## config.mk

```make
export PLATFORM = sky130hd
export DESIGN_NAME = mem_responder
export DESIGN_NICKNAME = d
export VERILOG_FILES = /design/src/rtl/mem_responder_pkg.sv /design/src/rtl/mem_responder_array.sv /design/src/rtl/mem_responder.sv
export SDC_FILE = /design/constraint.sdc
export NUM_CORES = 2
export LEC_CHECK = 0
export ABC_AREA = 1
export CORE_MARGIN = 3
export CORE_UTILIZATION = 40
export DETAILED_ROUTE_END_ITERATION = 8
export GPL_TIMING_DRIVEN = 0
export HOLD_SLACK_MARGIN = 0.08
export SETUP_SLACK_MARGIN = 0.5
export SLEW_MARGIN = 10
export SYNTH_ARGS = -nofsm -noshare
export SYNTH_HDL_FRONTEND = slang
export SYNTH_SLANG_ARGS = --single-unit
```

## constraint.sdc

```tcl
create_clock -name clk -period 4.5 [get_ports clk]
set_input_delay 1.35 -clock clk [delete_from_list [all_inputs] [get_ports clk]]
set_output_delay 1.35 -clock clk [all_outputs]
set_load 0.02 [all_outputs]
```

## src/rtl/mem_responder_pkg.sv

```systemverilog
// Shared types and constants for the data-memory responder.
// Optional statistics counters are enabled with MEM_RESPONDER_STATS_EN.
package mem_responder_pkg;

    localparam int WORD_W = 32;
    localparam int CNT_W  = 4;

    typedef enum logic [1:0] {
        IDLE = 2'd0,
        WAIT = 2'd1,
        RESP = 2'd2
    } state_t;

    typedef struct packed {
        logic              write;
        logic [31:0]       addr;
        logic [WORD_W-1:0] wdata;
    } req_t;

    function automatic logic [15:0] sat_inc(input logic [15:0] v);
        return (v == 16'hFFFF) ? v : v + 16'd1;
    endfunction

endpackage

```

## src/rtl/mem_responder_array.sv

```systemverilog
// DEPTH x 32-bit word storage: synchronous write, combinational read, no reset.
module mem_responder_array
    import mem_responder_pkg::*;
#(
    parameter int DEPTH = 64
) (
    input  logic                     clk,
    input  logic                     we,
    input  logic [$clog2(DEPTH)-1:0] waddr,
    input  logic [WORD_W-1:0]        wdata,
    input  logic [$clog2(DEPTH)-1:0] raddr,
    output logic [WORD_W-1:0]        rdata
);

    logic [WORD_W-1:0] mem [DEPTH];

    always_ff @(posedge clk) begin
        if (we) mem[waddr] <= wdata;
    end

    assign rdata = mem[raddr];

endmodule

```

## src/rtl/mem_responder.sv

```systemverilog
// Valid/ready data-memory target with fixed wait states and address error flagging.
// Define MEM_RESPONDER_STATS_EN to add saturating load/store/error response counters.
module mem_responder
    import mem_responder_pkg::*;
#(
    parameter int DEPTH       = 64,
    parameter int WAIT_CYCLES = 2
) (
    input  logic              clk,
    input  logic              rst_n,
    input  logic              req_valid,
    output logic              req_ready,
    input  logic              req_write,
    input  logic [31:0]       req_addr,
    input  logic [WORD_W-1:0] req_wdata,
    output logic              resp_valid,
    input  logic              resp_ready,
    output logic [WORD_W-1:0] resp_rdata,
    output logic              resp_err
`ifdef MEM_RESPONDER_STATS_EN
    ,
    output logic [15:0]       stat_loads,
    output logic [15:0]       stat_stores,
    output logic [15:0]       stat_errs
`endif
);

    localparam int AW = $clog2(DEPTH);
    localparam logic [CNT_W-1:0] CNT_INIT =
        (WAIT_CYCLES == 0) ? '0 : CNT_W'(WAIT_CYCLES - 1);

    generate
        if (WAIT_CYCLES < 0 || WAIT_CYCLES > 15 || DEPTH < 4 || (DEPTH & (DEPTH - 1)) != 0) begin : g_param_chk
            $error("mem_responder: illegal WAIT_CYCLES or DEPTH");
        end
    endgenerate

    state_t            state;
    logic [CNT_W-1:0]  cnt;
    req_t              hold;
    logic              addr_err;
    logic              mem_we;
    logic [WORD_W-1:0] mem_rdata;

    assign addr_err = (hold.addr[1:0] != 2'b00) || (hold.addr[31:2] >= 30'(DEPTH));
    // The access itself happens on the first edge spent in RESP, before resp_valid rises.
    assign mem_we   = (state == RESP) && !resp_valid && hold.write && !addr_err;

    mem_responder_array #(.DEPTH(DEPTH)) u_array (
        .clk   (clk),
        .we    (mem_we),
        .waddr (hold.addr[AW+1:2]),
        .wdata (hold.wdata),
        .raddr (hold.addr[AW+1:2]),
        .rdata (mem_rdata)
    );

    always_ff @(posedge clk or negedge rst_n) begin
        if (!rst_n) begin
            state      <= IDLE;
            cnt        <= '0;
            hold       <= '0;
            req_ready  <= 1'b0;
            resp_valid <= 1'b0;
            resp_rdata <= '0;
            resp_err   <= 1'b0;
        end else begin
            unique case (state)
                IDLE: begin
                    req_ready <= 1'b1;
                    if (req_valid && req_ready) begin
                        hold      <= '{write: req_write, addr: req_addr, wdata: req_wdata};
                        req_ready <= 1'b0;
                        cnt       <= CNT_INIT;
                        state     <= (WAIT_CYCLES == 0) ? RESP : WAIT;
                    end
                end
                WAIT: begin
                    if (cnt == '0) state <= RESP;
                    else           cnt   <= cnt - 1'b1;
                end
                RESP: begin
                    if (!resp_valid) begin
                        resp_valid <= 1'b1;
                        resp_err   <= addr_err;
                        resp_rdata <= (addr_err || hold.write) ? '0 : mem_rdata;
                    end else if (resp_ready) begin
                        resp_valid <= 1'b0;
                        resp_err   <= 1'b0;
                        resp_rdata <= '0;
                        req_ready  <= 1'b1;
                        state      <= IDLE;
                    end
                end
                default: state <= IDLE;
            endcase
        end
    end

`ifdef MEM_RESPONDER_STATS_EN
    always_ff @(posedge clk or negedge rst_n) begin
        if (!rst_n) begin
            stat_loads  <= '0;
            stat_stores <= '0;
            stat_errs   <= '0;
        end else if (resp_valid && resp_ready) begin
            if (resp_err)        stat_errs   <= sat_inc(stat_errs);
            else if (hold.write) stat_stores <= sat_inc(stat_stores);
            else                 stat_loads  <= sat_inc(stat_loads);
        end
    end
`endif

endmodule
```

==> flow_results.org <==
** Yosys
- After synthesis, the largest family of logic cells by area is simple AND/OR/NAND/NOR gates.
- Share of the synthesized area in compound gates (AO/OA/AOI/OAI) :: around 3.0%
- Simple-gate share of the synthesized area :: between 20 and 25%
- Number of warning messages in the yosys log :: 0
- Synthesized instance count :: between 7,000 and 8,000
- Post-synthesis sequential element count :: roughly 2,200
- A synthesized cell averages around 11 µm².
- Of the post-synthesis cell area, the part taken by muxes is 0%.
- After Yosys synthesis, XOR and XNOR cells account for 0% of the synthesized area.
- The number of nets handed over by synthesis was roughly 7,600.
- The synthesized netlist devotes 0.0291% of its cell area to adder and majority cells.
- Counting distinct cell types in the post-synthesis netlist gives 26.
- In this run the cell area of the synthesized design comes to around 86,000 µm².
- Sequential share of the synthesized area :: about three quarters

** Timing
- The count of endpoints failing hold in the final timing report was 0.
- Counting I/O delays and the setup requirement, the final critical path takes between 4 and 5 ns.
- Minimum hold slack :: 0.421 ns
- The final count of pins violating max slew came to 0.
- For the pin with the worst max-slew slack, the measured transition is between 1 and 1.5 ns.
- Final setup violation count :: 0
- Headroom to the max-slew limit came out at between 10% and 20%.
- Setup repair after global routing could not meet its margin everywhere.
- Part of the cycle the worst path needs :: about nine tenths
- Fmax :: around 250 MHz
- The clock arrives with 0.0689 ns of skew.

** Clock tree
- At the later pin of the worst-skew pair, clock insertion delay measures between 0.8 and 0.9 ns.
- Number of sinks handled by clock tree synthesis :: 2,154
- CTS tree :: built
- Clock-pin slew was measured on the worst setup and hold paths at roughly 0.06 ns.
- The number of clock buffers added by TritonCTS is 210.
- Clk Tree Root Cell :: clkbuf_16
- Clock tree buffer depth :: 3
- Hold repair after CTS inserted 0 buffers.
- Level count of the clock H-tree :: 4

** Power and ir drop
- Per report_power, the sequential group accounts for 39.7% of the total.
- Internal power :: 40.2 mW
- IR analysis of the VDD net gives a maximum drop of 0.511 mV.
- Of the total power, combinational logic draws 34.5%.
- Of the total power, the clock network draws 25.8%.
- Power spent charging and discharging nets :: about 28 mW
- Cell area power density :: roughly 670 nW/µm²
- Net switching fraction of the power :: about two fifths
- For this design the static power due to leakage is 37.4 nW.

** Cells and area
- Compared with the post-synthesis result, the final layout area differs by 17.9%.
- Share of cells above drive strength 1 :: a little over 10%
- Net count of the finished layout :: between 8,000 and 9,000
- Excluding fillers, the count of instances in the completed layout stands at about 11,000.
- At the end of the flow the core is filled with cells to roughly 48%.
- With fillers left out, the area of the finished cells amounts to approximately 100,000 µm².
- The library cell used most frequently in the layout, excluding fill and tap cells, is nand2_1.
- Summing all flip-flop and latch instances after layout gives around 64,000 µm².
- In the layout the commonest cells are nand2_1 (2,423), edfxtp_1 (2,048), nor2_1 (1,259), nand3_1 (522), o21ai_0 (449).
- The filler cells instantiated in the layout total 18,900.
- Area occupied by multi-input gates :: 20,400 µm²

** Detailed routing
- Residual DRC :: 0
- Number of DRC markers after the initial detailed-route iteration :: between 9,000 and 10,000
- The count of nets left with antenna violations once routing finished came out at 0.
- Routed Wire Length :: just under 300 mm
- Summing over every cut layer, the via total after detailed routing is slightly above 60,000.
- Dividing the detail-routed wire length by the instance count gives 27.1 µm.
- Detailed-route vias per instance :: about 5.5
- DR pass1 iterations :: 7

** Placed design
- Placed instance count :: about 11,000
- During placement, the flow inserted port buffers numbering between 100 and 150.
- Area of placed instances :: 93,800 µm²
- At the end of routability-driven placement, the weighted congestion stood at ~0.97.
- Once detailed placement completed, the half-perimeter wirelength came to roughly 200 mm.

** Global routing
- Vias in the first global route :: 56,600
- The first global-routing pass estimated 416 mm of wire.
- Number of antenna violations at the first check in global routing :: 16
- Pin count of the biggest net entering global routing :: 66
- Global routing used around a quarter of the available tracks.
- Gr ovfl total :: 0

** Critical path
- Data on the critical path arrives at its endpoint at 4.59 ns.
- Type of the worst setup path :: flip-flop to flip-flop
- The worst setup path is captured at a flip-flop.
- STA classifies the critical path startpoint as a flip-flop.
- Required time worst endpoint :: 5.04 ns
- Worst-path maximum fanout :: 22

** Floorplan
- Horizontal die dimension :: between 400 and 500 µm
- Std cell rows :: around 170
- Starting utilization of the core area :: between 40% and 50%
- The die is around 470 µm tall.
- The die covers between 200,000 and 250,000 µm².
- Area inside the core boundary :: roughly 210,000 µm²
- Pin placement for this block handled about 100 I/O pins.

** Outcome
- Outcome :: complete, no violations

** Worst hold path
- The path class of the tightest hold or removal check is input pin to asynchronous set/reset pin.

** Flow run
- Across the run, the number of max-cap violations was 0.
==> routing by layer <==
metal  global-route usage [%]  part of all wire, %  vias to the layer above
li1                         -                    -                    26600
met1                     35.6                   38                    29700
met2                     40.1                   44                     3658
met3                     5.73                   11                      680
met4                     13.3                  5.9                        8
met5                        0                0.014                        -
==> state kept, by name (all words and copies together) (netlist names) <==
| name | cells |
|---|---|
| state | 2 |
| hold | 65 |
| req_ready | 1 |
| u_array.mem | 2048 |
| resp_err | 1 |
| resp_rdata | 32 |
| resp_valid | 1 |
| cnt | 4 |
==> power by group through the flow <==
stage,combinational (mW),clock (mW),sequential [mW]
6_report,23.4,17.5,26.9
5_1_grt,24.7,18.4,26.9
2_1_floorplan,10.5,0,27.1
4_1_cts,22.7,17.6,26.9
3_3_place_gp,19.2,0,29.9
3_5_place_dp,22.6,0,27.3
==> metrics by stage <==
stage	setup TNS (ns)	setup slack (ns)	power, mW
2_1_floorplan	0	1.32	37.6
3_3_place_gp	-4073.57	-2.51	49.0
3_5_place_dp	-299.87	-0.477	49.9
4_1_cts	0	0.503	67.2
5_1_grt	0	0.453	70.1
6_report	0	0.451	67.7
==> synth_stat cells <==
library cell,instances,share of area (%)
a21oi_1,4,0.023
a22o_1,1,0.010
and2_1,2,0.015
buf_1,13,0.057
buf_2,210,1.2
buf_4,30,0.26
clkbuf_1,161,0.70
clkbuf_2,1,0.0058
clkinv_1,2,0.0087
dfrtp_1,106,3.1
edfxtp_1,2048,71
ha_1,2,0.029
inv_1,37,0.16
inv_2,4,0.017
nand2_1,2423,11
nand3_1,530,3.1
nand4_1,65,0.47
nor2_1,1328,5.8
nor2_2,1,0.0073
nor3_1,3,0.017
nor3_2,4,0.046
nor3_4,1,0.019
o21ai_0,449,2.6
o21ai_1,62,0.36
o21bai_1,4,0.035
o221ai_1,1,0.010
==> worst max-delay path, stage by stage (launching register included) <==
cell      delay [ns]
dfrtp_1         0.64
inv_2           0.23
nor2_2          0.59
buf_4           0.37
clkbuf_2        0.40
nand3_2         0.53
nor2_4          0.63
buf_12          0.26
==> cell type report <==
type                    count  share of cell area, %
diodes                      5                 0.0123
plain buffers             415                   1.92
clock buffers             277                   5.54
clock inverters           114                   1.10
inverters                  43                  0.159
multi-input cells        4880                   20.1
flip-flops and latches   2154                   63.3
well taps                2821                   3.48
repair buffers            286                   4.41
==> kinds of logic after synthesis <==
logic type	count (synthesis)
AND/OR/NAND/NOR	4357
adder cells (fa/ha/maj)	2
flip-flops	2154
buffers and inverters	458
AO/OA/AOI/OAI	521
==> path summary, 6_finish.rpt <==
kind                                from                  end  slack (ns)  depth (start not counted)
worst max-delay path            hold[35]  u_array.mem[59][24]        0.45                          7
worst min-delay path               rst_n       resp_rdata[20]        0.42                          1
worst max register to register  hold[35]  u_array.mem[59][24]        0.45                          7
worst min register to register  hold[45]             hold[45]        0.48                          2
max in group asynchronous          rst_n             hold[24]        3.30                          2
min in group clk                hold[45]             hold[45]        0.48                          2
==> what timing repair did <==
action	in CTS	in global routing
endpoints found under the setup margin	2048	99
buffers inserted	68	10
gates resized for setup	15	5
pin swaps	40	5
Note: power is estimated with default switching activity, not from simulation.
